**config.mk**
```make
export PLATFORM = sky130hd
export DESIGN_NAME = cpu_input_feeder
export DESIGN_NICKNAME = d
export VERILOG_FILES = /design/src/rtl/cpu_input_feeder.sv
export SDC_FILE = /design/constraint.sdc
export NUM_CORES = 1
export LEC_CHECK = 0
export ABC_CLOCK_PERIOD_IN_PS = 2600
export CORE_MARGIN = 2
export CORE_UTILIZATION = 57
export CTS_BUF_LIST = sky130_fd_sc_hd__clkbuf_8
export DETAILED_ROUTE_END_ITERATION = 16
export PLACE_DENSITY_LB_ADDON = 0.12
export SETUP_SLACK_MARGIN = 0.3
export SYNTH_ARGS = -nofsm -noshare
export SYNTH_HDL_FRONTEND = slang
export SYNTH_SLANG_ARGS = --single-unit
```
**constraint.sdc**
```tcl
create_clock -name clock -period 2.6 [get_ports clock]
set_input_delay 0.52 -clock clock [delete_from_list [all_inputs] [get_ports clock]]
set_output_delay 0.52 -clock clock [all_outputs]
set_load 0.05 [all_outputs]
```
**src/rtl/cpu_input_feeder.sv**
```systemverilog
// cpu_input_feeder: host-side driver for the CPU keyboard-style input port.
// Bytes pushed by the host are buffered in a small circular FIFO. While the
// control unit waits in its input state (in_req), the FIFO head is presented
// on Nin and an enter strobe of at least HOLD_CYCLES cycles is generated.
// Optional build macro HALT_FLUSH_EN: halt flushes the FIFO and aborts the
// handshake; without it halt is ignored.

module cpu_input_feeder #(
   parameter int DEPTH       = 4,
   parameter int HOLD_CYCLES = 4
) (
   input  logic                   clock,
   input  logic                   reset,
   input  logic                   wr_en,
   input  logic [7:0]             wr_data,
   input  logic                   in_req,
   input  logic                   halt,
   output logic [7:0]             Nin,
   output logic                   enter,
   output logic                   full,
   output logic                   empty,
   output logic [$clog2(DEPTH):0] count,
   output logic                   overflow,
   output logic                   busy
);

   localparam int AW = $clog2(DEPTH);
   localparam int HW = $clog2(HOLD_CYCLES) + 1;
   localparam logic [HW-1:0] HOLD_LOAD = HW'(HOLD_CYCLES - 1);
   localparam logic [AW:0]   DEPTH_C   = (AW + 1)'(DEPTH);

   typedef enum logic [1:0] {IDLE, SETUP, STROBE, RELEASE} state_t;

   state_t        state, state_nxt;
   logic [7:0]    mem [DEPTH];
   logic [AW-1:0] rd_ptr, wr_ptr;
   logic [HW-1:0] hold, hold_nxt;
   logic          enter_nxt;
   logic [7:0]    nin_nxt;
   logic          pop, push, flush;

`ifdef HALT_FLUSH_EN
   assign flush = halt;
`else
   logic unused_halt;
   assign unused_halt = halt;
   assign flush       = 1'b0;
`endif

   assign full  = (count == DEPTH_C);
   assign empty = (count == '0);
   assign busy  = (state != IDLE);
   // full is the pre-edge value, so a push into a full FIFO is dropped even
   // when the handshake pops in the same cycle
   assign push  = wr_en && !full && !flush;

   // FIFO storage write port
   always_ff @(posedge clock) begin
      if (push) mem[wr_ptr] <= wr_data;
   end

   // FIFO pointers, occupancy and sticky overflow flag
   always_ff @(posedge clock or posedge reset) begin
      if (reset) begin
         rd_ptr   <= '0;
         wr_ptr   <= '0;
         count    <= '0;
         overflow <= 1'b0;
      end else begin
         if (wr_en && full && !flush) overflow <= 1'b1;
         if (flush) begin
            rd_ptr <= '0;
            wr_ptr <= '0;
            count  <= '0;
         end else begin
            if (push) wr_ptr <= wr_ptr + 1'b1;
            if (pop)  rd_ptr <= rd_ptr + 1'b1;
            case ({push, pop})
               2'b10:   count <= count + 1'b1;
               2'b01:   count <= count - 1'b1;
               default: count <= count;
            endcase
         end
      end
   end

   // handshake state register with registered Nin/enter outputs
   always_ff @(posedge clock or posedge reset) begin
      if (reset) begin
         state <= IDLE;
         enter <= 1'b0;
         hold  <= '0;
         Nin   <= '0;
      end else begin
         state <= state_nxt;
         enter <= enter_nxt;
         hold  <= hold_nxt;
         Nin   <= nin_nxt;
      end
   end

   // handshake next-state, hold countdown and pop decision
   always_comb begin
      state_nxt = state;
      enter_nxt = enter;
      hold_nxt  = hold;
      nin_nxt   = Nin;
      pop       = 1'b0;
      case (state)
         IDLE: begin
            if (in_req && !empty) begin
               nin_nxt   = mem[rd_ptr];
               state_nxt = SETUP;
            end
         end
         SETUP: begin
            state_nxt = STROBE;
            enter_nxt = 1'b1;
            hold_nxt  = HOLD_LOAD;
         end
         STROBE: begin
            if (hold != '0) begin
               hold_nxt = hold - 1'b1;
            end else if (!in_req) begin
               pop       = 1'b1;
               enter_nxt = 1'b0;
               state_nxt = RELEASE;
            end
         end
         RELEASE: state_nxt = IDLE;
         default: state_nxt = IDLE;
      endcase
      if (flush) begin
         state_nxt = IDLE;
         enter_nxt = 1'b0;
         pop       = 1'b0;
      end
   end

endmodule

```
==> results.sh <==
export IMPL_final_fill_count=264
export IMPL_cts_inserted_buffers=5
export IMPL_fin_crit_ns=2.17
export IMPL_grt_pass1_wl_um=6180
export IMPL_min_period_over_period=0.834
export IMPL_clockPowerShare=0.160
export IMPL_worst_r2r_startpoint="hold[0]"
export IMPL_floorplan_initialDensity=0.580
export IMPL_track_usage=0.194
export IMPL_cts_sink_count=54
export IMPL_std_cell_rows=23
export IMPL_synth_edff_count=32
export IMPL_tritoncts_clock_tree="built"
export IMPL_h_tree_level_count=2
export IMPL_dr_pass1_iters=4
export IMPL_gp_congestion=0.770
export IMPL_min_path_type="flip-flop to flip-flop"
export IMPL_pin_count=29
export IMPL_timing_critical_path_slowest_cell_delay_ns=0.54
export IMPL_slowest_stage="dlygate4sd2_1"
export IMPL_post_route_drc_count=0
export IMPL_non_filler_cell_area_final_mm2=0.00275
export IMPL_critical_path_peak_fanout=4
export IMPL_antenna_left=0
export IMPL_routed_via_density=5.39
export IMPL_syn_to_final_growth_pct=20.2
export IMPL_worst_path_buf_inv=3
export IMPL_final_seq_area_mm2=0.00152
export IMPL_avgRoutedWirePerCell_um=16.8
export IMPL_final_setup_skew_ns=0.00828
export IMPL_report_final_setup_viol=0
export IMPL_antenna_found_initial=0
export IMPL_holdPathEnd="overflow"
export IMPL_post_synthesis_cells=140
export IMPL_synthDominantAreaCellType="edfxtp_1"
export IMPL_design_final_nets=196
export IMPL_post_route_cells_drive_above_1_share=0.214
export IMPL_rsz_0062_raised_after_global_routing="false"
export IMPL_grt_ovfl_total=0
export IMPL_status="complete, no violations"
export IMPL_netSwitchingFraction=0.387
export IMPL_synth_warning_count=0
export IMPL_cp_cell_sequence="inv_1 > ha_1 > inv_1 > dlygate4sd2_1"
export IMPL_net_switching_power_mw=1.32
export IMPL_cpLargestDelayFamily="buffers and inverters"
export IMPL_multi_input_area_um2=729
export IMPL_yosysSeqAreaShare=0.661
export IMPL_number_of_global_route_vias_before_repair=1316
export IMPL_ys_top_cells_by_area="edfxtp_1, dfrtp_1, mux4_2, ha_1, mux2_2"
export IMPL_cell_area_after_synthesis_mm2=0.00229
export IMPL_drtIter0Drc=48
export IMPL_timing_critical_path_from_type="flip-flop"
export IMPL_p_total_mw=3.41
export IMPL_worstPathRequired_ns=2.08
export IMPL_design_core_area_mm2=0.00394
export IMPL_clkTransAtPathRegs_ns=0.09
export IMPL_cts_hold_buf=0
export IMPL_report_final_slew_viol_count=0
export IMPL_post_synthesis_mean_instance_area_um2=16.3
export IMPL_post_cts_setup_buffers=0
export IMPL_place_detailed_hpwl_um=2610
export IMPL_antenna_diode_count=0
export IMPL_die_area_mm2=0.00454
export IMPL_vdd_ir_drop_max_mv=0.896
export IMPL_chipWidth_um=67.3
export IMPL_number_of_cells_on_the_worst_hold_path=1
export IMPL_worst_slew_pin_transition_ns=0.595
export IMPL_clock_path_buffers=2
export IMPL_post_synth_top_area_fraction=0.420
export IMPL_rr_endpoint="count[2]"
export IMPL_num_vias=1202
export IMPL_root_buffer="clkbuf_8"
export IMPL_dpl_instance_area_mm2=0.00263
export IMPL_timing_setup_critical_path_class="flip-flop to output pin"
export IMPL_postSynthNetCount=164
export IMPL_worst_r2r_setup_slack_ns=0.44
export IMPL_p_per_area_mw_per_mm2=1240
export IMPL_count_of_input_and_output_buffers=27
export IMPL_cts_repair_resize_count=4
export IMPL_worst_relative_slew_slack=0.603
export IMPL_cap_viol_max_count=0
export IMPL_worstSkewPairLatency_ns=0.30
export IMPL_power_static_leakage_nw=1.06
export IMPL_hold_start="overflow"
export IMPL_critical_path_endpoint_type="output pin"
export IMPL_yosys_most_used_dff="edfxtp_1"
export IMPL_cell_occurring_most_often_along_the_worst_timing_path="inv_1"
export IMPL_asyncSetResetFlopFracSynth=0.407
export IMPL_grt_max_degree=23
export IMPL_sequentialPowerShare=0.410
export IMPL_finalHoldViolCount=0
export IMPL_timing_reg2reg_worst_path_depth=10
export IMPL_maxClockFrequency_ghz=0.461
export IMPL_power_report_internal_total_mw=2.09
export IMPL_postSynthRegisterBits=54
export IMPL_combPwrFrac=0.429
export IMPL_detail_route_wirelength_um=3740
export IMPL_cell_variety_after_synth=31
export IMPL_final_setup_tns_ns=0
export IMPL_timing_critical_path_arrival_ns=1.65
export IMPL_chipHeight_um=67.3
-- cell families after synthesis --
group | synth area share
muxes | 0.132
DFF | 0.661
and+or+nand+nor | 0.0465
adders and majority gates | 0.0635
AOI/OAI and AO/OA | 0.0367
buffers and inverters | 0.0334
xor gates and xnor gates | 0.0268
-- metal layers --
layer / global-route usage / part of all wire / routed length, um / vias up
met4: 0.0459 / 0 / 0 / 0
li1: - / - / - / 568
met1: 0.235 / 0.41 / 1540 / 609
met3: 0.0600 / 0.038 / 141 / 0
met5: 0 / 0 / 0 / -
met2: 0.342 / 0.55 / 2060 / 25
-- cell usage after synthesis, types with 3 or more instances --
cell type	count
a21oi_1	4
and2_1	4
dfrtp_1	22
edfxtp_1	32
ha_1	10
inv_1	15
mux2_2	9
mux4_2	8
nor2_1	4
nor3_1	3
o21ai_0	4
xnor2_1	3
xor2_1	4
-- state kept, by name, summed over array words and instances, names as in the netlist --
register / flops
count: 3
overflow: 1
Nin: 8
hold: 3
mem: 32
enter: 1
state: 2
rd_ptr: 2
wr_ptr: 2
-- per-stage QoR --
| step | util | setup slack [ns] | hold WS [ns] | std cells |
|---|---|---|---|---|
| 6_report | 0.697 | 0.431 | 0.478 | 223 |
| 5_1_grt | 0.697 | 0.298 | 0.509 | 223 |
| 4_1_cts | 0.694 | 0.327 | 0.490 | 223 |
| 3_5_place_dp | 0.666 | 0.199 | 0.466 | 215 |
| 3_3_place_gp | 0.666 | 0.233 | 0.439 | 215 |
| 2_1_floorplan | - | 0.204 | 0.487 | 140 |
-- layout make-up --
class	instances	area share
clock inverter	3	0.0155
tap	50	0.0228
timing repair buffer	28	0.0997
multi-input combinational	68	0.265
inverter	15	0.0205
sequential	54	0.551
clock buffer	5	0.0250
-- cell usage in the layout (no fill, tap or decap), types with 2 or more instances in the layout --
| cell type | n |
|---|---|
| ha_1 | 7 |
| and2_1 | 4 |
| o21ai_0 | 4 |
| mux4_2 | 8 |
| clkbuf_8 | 5 |
| xor2_1 | 4 |
| mux2_2 | 9 |
| edfxtp_1 | 32 |
| inv_1 | 16 |
| nor2_1 | 4 |
| nor3_1 | 3 |
| clkdlybuf4s50_1 | 24 |
| dlygate4sd2_1 | 3 |
| a21oi_1 | 4 |
| dfrtp_1 | 19 |
| dfrtp_2 | 3 |
| ha_2 | 2 |
| xnor2_1 | 3 |
-- worst max-delay path by stage --
stage                  start  endpoint  slack, ns  depth (start not counted)
floorplan           count[2]  count[2]       0.20                          9
global placement      in_req  count[2]       0.23                          8
detailed placement    in_req  count[2]       0.20                          8
CTS                 state[0]  count[2]       0.33                          9
global route         hold[0]  count[2]       0.30                         10
finish              state[0]      busy       0.43                          4
-- power groups by stage --
stage / logic, mW / clock network, mW / registers (mW)
3_5_place_dp: 1.48 / 0 / 1.43
6_report: 1.46 / 0.546 / 1.40
5_1_grt: 1.58 / 0.601 / 1.44
2_1_floorplan: 0.781 / 0 / 1.68
4_1_cts: 1.47 / 0.556 / 1.41
3_3_place_gp: 1.41 / 0 / 1.40
Note: power is estimated with default switching activity, not from simulation.
